**config.mk**
```make
export PLATFORM = sky130hd
export DESIGN_NAME = aes_round_key_buf
export DESIGN_NICKNAME = d
export VERILOG_FILES = /design/src/rtl/aes_round_key_buf.sv
export SDC_FILE = /design/constraint.sdc
export NUM_CORES = 2
export LEC_CHECK = 0
export CAP_MARGIN = 20
export CORE_MARGIN = 3
export CORE_UTILIZATION = 48
export CTS_CLUSTER_DIAMETER = 100
export CTS_CLUSTER_SIZE = 20
export DETAILED_ROUTE_END_ITERATION = 6
export GPL_TIMING_DRIVEN = 0
export PLACE_DENSITY_LB_ADDON = 0.05
export SYNTH_ARGS = -nofsm -noshare
export SYNTH_HDL_FRONTEND = slang
export SYNTH_SLANG_ARGS = --single-unit
```
**constraint.sdc**
```tcl
create_clock -name clk -period 17.5 [get_ports clk]
set_input_delay 2.625 -clock clk [delete_from_list [all_inputs] [get_ports clk]]
set_output_delay 2.625 -clock clk [all_outputs]
set_load 0.02 [all_outputs]
```
**src/rtl/aes_round_key_buf.sv**
```systemverilog
// aes_round_key_buf: drives the AES-128 key expander's load strobe, captures the NR+1
// round keys it produces on consecutive cycles, and serves them by index with
// 1-cycle latency so encrypt and decrypt can walk the schedule in either direction.
// Optional build macro AES_RKBUF_ZEROIZE_EN: adds a `zeroize` input and an async
// clear of the key table; without it the table has no reset.
module aes_round_key_buf #(
    parameter int unsigned NR   = 10,
    parameter int unsigned IDXW = 4
) (
    input  logic            clk,
    input  logic            rst,
`ifdef AES_RKBUF_ZEROIZE_EN
    input  logic            zeroize,
`endif
    input  logic            start,
    input  logic [127:0]    key,
    output logic            busy,
    output logic            ready,
    output logic            kx_ld,
    output logic [127:0]    kx_key,
    input  logic [31:0]     kx_w0,
    input  logic [31:0]     kx_w1,
    input  logic [31:0]     kx_w2,
    input  logic [31:0]     kx_w3,
    input  logic            rd_en,
    input  logic [IDXW-1:0] rd_idx,
    output logic            rd_valid,
    output logic [127:0]    rd_key,
    output logic            rd_err
);

    localparam logic [IDXW-1:0] LAST_IDX = IDXW'(NR);

    typedef enum logic [1:0] {StIdle, StLoad, StCapt, StReady} state_e;

    state_e          state_q;
    logic [IDXW-1:0] cnt_q;
    logic [127:0]    rk_mem [NR+1];
    logic            zero_req;
    logic            capture;

`ifdef AES_RKBUF_ZEROIZE_EN
    assign zero_req = zeroize;
`else
    assign zero_req = 1'b0;
`endif

    assign busy = (state_q == StLoad) || (state_q == StCapt);

    // A restart or zeroize in the same cycle wins over the capture of that cycle.
    assign capture = (state_q == StCapt) && !start && !zero_req;

    // Control FSM: load strobe, capture counter and ready flag, all registered.
    always_ff @(posedge clk or posedge rst) begin
        if (rst) begin
            state_q <= StIdle;
            cnt_q   <= '0;
            kx_ld   <= 1'b0;
            kx_key  <= '0;
            ready   <= 1'b0;
        end else begin
            kx_ld <= 1'b0;
            if (zero_req) begin
                state_q <= StIdle;
                cnt_q   <= '0;
                ready   <= 1'b0;
            end else if (start) begin
                // Also aborts an expansion in flight; captured entries become invalid.
                state_q <= StLoad;
                cnt_q   <= '0;
                kx_ld   <= 1'b1;
                kx_key  <= key;
                ready   <= 1'b0;
            end else begin
                case (state_q)
                    StLoad: begin
                        state_q <= StCapt;
                        cnt_q   <= '0;
                    end
                    StCapt: begin
                        if (cnt_q == LAST_IDX) begin
                            state_q <= StReady;
                            cnt_q   <= '0;
                            ready   <= 1'b1;
                        end else begin
                            cnt_q <= cnt_q + 1'b1;
                        end
                    end
                    default: ;
                endcase
            end
        end
    end

`ifdef AES_RKBUF_ZEROIZE_EN
    // Round key table, cleared by reset and by zeroize.
    always_ff @(posedge clk or posedge rst) begin
        if (rst) begin
            for (int i = 0; i <= int'(NR); i++) rk_mem[i] <= '0;
        end else if (zero_req) begin
            for (int i = 0; i <= int'(NR); i++) rk_mem[i] <= '0;
        end else if (capture) begin
            rk_mem[cnt_q] <= {kx_w0, kx_w1, kx_w2, kx_w3};
        end
    end
`else
    // Round key table, no reset: contents persist until overwritten.
    always_ff @(posedge clk) begin
        if (capture) begin
            rk_mem[cnt_q] <= {kx_w0, kx_w1, kx_w2, kx_w3};
        end
    end
`endif

    // Read port: response registered one cycle after rd_en; rd_key holds when idle.
    always_ff @(posedge clk or posedge rst) begin
        if (rst) begin
            rd_valid <= 1'b0;
            rd_err   <= 1'b0;
            rd_key   <= '0;
        end else if (rd_en) begin
            rd_valid <= 1'b1;
            if (ready && !zero_req && (rd_idx <= LAST_IDX)) begin
                rd_err <= 1'b0;
                rd_key <= rk_mem[rd_idx];
            end else begin
                rd_err <= 1'b1;
                rd_key <= '0;
            end
        end else begin
            rd_valid <= 1'b0;
            rd_err   <= 1'b0;
        end
    end

endmodule
```
==> impl_metrics.json <==
{
  "outcome": "completed",
  "p_leak_nw": 26.2,
  "grt_pass1_vias": 34700,
  "yosysTopAreaCell": "edfxtp_1",
  "powerDensity_nw_per_um2": 94.9,
  "cts_resized": 0,
  "rows": 133,
  "rsz0062_at_grt": "false",
  "ant_nets": 0,
  "maxCapViolCount": 0,
  "grt.busiest_layer": "met2",
  "grt_pass1_wl_um": 240000,
  "drive_gt1_share_pct": 14.8,
  "final.min_clock_period_ns": 5.34,
  "slew_headroom_pct": 31.6,
  "drtPass1Iterations": 5,
  "worst_setup_path_start_kind": "primary input",
  "cts.path.max_buffers": 3,
  "cp.required_ns": 17.91,
  "initial_core_util_pct": 48.5,
  "synth.area.top_cells": "edfxtp_1, dfrtp_1, mux2i_1",
  "post_dp_cell_area_um2": 73100,
  "hold_class": "reg -> reg",
  "crit_arrival_ns": 5.75,
  "ir_drop_mv": 0.0685,
  "cts_sinks": 1674,
  "synth.ff_latch_count": 1674,
  "ys_top_cells_by_count": "edfxtp_1, mux2i_1, dfrtp_1, mux2_2, o22ai_1",
  "critPathMaxStageDelay_ns": 0.64,
  "postSynthAreaPerCell_um2": 17.7,
  "detail_route.wl_per_cell_um": 27.1,
  "synth_area_um2": 63900,
  "clkSlewWorstSetupHoldPaths_ns": 0.08,
  "cts_tree": "yes",
  "post-route-util_pct": 57.5,
  "total_power_mw": 7.19,
  "yosys_warnings": 0,
  "maxSlewViolCount": 0,
  "synth_edf_count": 1408,
  "grt_use_met2_pct": 40.4,
  "synthMostInstantiatedCell": "edfxtp_1",
  "hold_buffers": 0,
  "die_w_um": 371,
  "io_buffers": 522,
  "dieArea_um2": 138000,
  "initialDrtViolationCount": 3006,
  "fin_ws_ns": 12.16,
  "fillers": 10400,
  "routed_via_density": 5.61,
  "slowest_stage": "nor3_2",
  "area_delta_synth_final_pct": 18.6,
  "drt_wl_total_um": 167000,
  "path_cells": "clkdlybuf4s50_1 > clkbuf_1 > nand2b_1 > or3_1 > nor3_2 > buf_6 > buf_6 > buf_6 > buf_6 > buf_6",
  "crit_fanout": 10,
  "antenna_found_initial": 28,
  "cts_root_buf": "clkbuf_16",
  "postSynth.asyncResetShare_pct": 15.9,
  "post-route-period-util_pct": 30.5,
  "ys_types": 36,
  "final_cell_area_um2": 75800,
  "vias": 34700,
  "grt_util_met3_pct": 4.47,
  "use_met1_pct": 32.3,
  "place_congestion": 0.764,
  "hold_violations": 0,
  "dpl_worst_slack_ns": 11.38,
  "postCtsSetupBuffers": 0,
  "fmax_mhz": 187,
  "path_common_cell": "buf_6",
  "setup-tns-final_ns": 0,
  "drc": 0,
  "instances_no_fill": 6180,
  "core_um2": 132000,
  "dp_hpwl_um": 110000,
  "grt-ovfl-total": 0,
  "endpoint_kind": "flop",
  "ys.flop_type": "edfxtp_1",
  "htreeDepth": 3,
  "grt_max_degree": 111,
  "ys_seq_area_share_pct": 76.6,
  "cts_buffers": 93,
  "worst_pin_slew_ns": 1.03,
  "path_buf_inv": 7,
  "placed_cells": 5994,
  "pin_count": 525,
  "nets": 4600,
  "yosysTopAreaCellShare_pct": 66.1,
  "die_h_um": 371,
  "groute.usage.overall_pct": 24.1,
  "postSynthCellCount": 3616,
  "fin_skew_ns": 0.0261,
  "crit_family": "buffers and inverters",
  "final-setup-viol-count": 0,
  "syn_nets": 3882,
  "critPathKind": "in -> reg",
  "hold_slack_ns": 0.508,
  "clkLatencyLatePin_ns": 0.71
}
cell families (layout without fill, tap and decap cells):
| logic type | count (synthesis) | after routing | share of synthesized area, % |
|---|---|---|---|
| muxes | 768 | 768 | 12.5 |
| DFF | 1674 | 1674 | 76.6 |
| AOI/OAI and AO/OA | 525 | 525 | 6.16 |
| other | 0 | 15 | 0 |
| adders and majority gates | 2 | 2 | 0.0391 |
| xor gates and xnor gates | 1 | 1 | 0.0137 |
| buffers and inverters | 350 | 1144 | 2.65 |
| and+or+nand+nor | 296 | 296 | 2.07 |
cell type report:
class | count | area, µm² | share of cell area, %
flip-flops and latches | 1674 | 48900 | 64.6
multi-input cells | 1592 | 13400 | 17.6
repair buffers | 623 | 6890 | 9.09
clock buffers | 169 | 2660 | 3.50
well taps | 1755 | 2200 | 2.90
plain buffers | 215 | 1190 | 1.56
inverters | 135 | 514 | 0.678
diodes | 15 | 37.5 | 0.0495
clock inverters | 2 | 15.0 | 0.0198
state kept, by name, indices dropped and copies added, names as in the netlist:
signal    count
rd_err        1
kx_key      128
ready         1
cnt_q         4
rd_key      128
state_q       2
rd_valid      1
rk_mem     1408
kx_ld         1
power breakdown:
group	switching [mW]	internal (mW)
logic	0.318	0.227
registers	0.0171	4.36
clock network	1.24	1.03
layout by cell type, fill, tap and decap left out, types with 4 or more instances in the layout:
master           count
inv_1              134
buf_2               62
clkbuf_16           95
nor3_1             129
buf_8                7
mux2i_1            512
buf_12              39
diode_2             15
o21ai_0            124
mux2_2             256
buf_16              10
nor2_1             132
buf_1                5
o32ai_2             66
buf_4               34
a21oi_1              4
clkbuf_1           164
o32ai_1             62
o22ai_1            256
nand2_1              7
edfxtp_1          1408
nor2_4               8
dfrtp_1            266
clkdlybuf4s50_1    522
o21ai_1              8
buf_6               67
nand2b_1             6
final timing paths:
check,depth (start not counted),startpoint,slack [ns],endpoint
max,10,start,12.16,rk_mem[0][123]
min,1,kx_key[111],0.51,kx_key[111]
max reg2reg,11,state_q[0],14.02,rk_mem[0][123]
min reg2reg,1,kx_key[111],0.51,kx_key[111]
max in group asynchronous,3,rst,13.86,rd_key[31]
min in group asynchronous,2,rst,2.51,rd_key[90]
layer usage:
| metal | vias up | wire [µm] |
|---|---|---|
| met5 | - | 83 |
| met3 | 198 | 11100 |
| met2 | 1121 | 81800 |
| li1 | 15500 | - |
| met4 | 12 | 4480 |
| met1 | 17800 | 69800 |
Power figures use the tool's default switching activity.
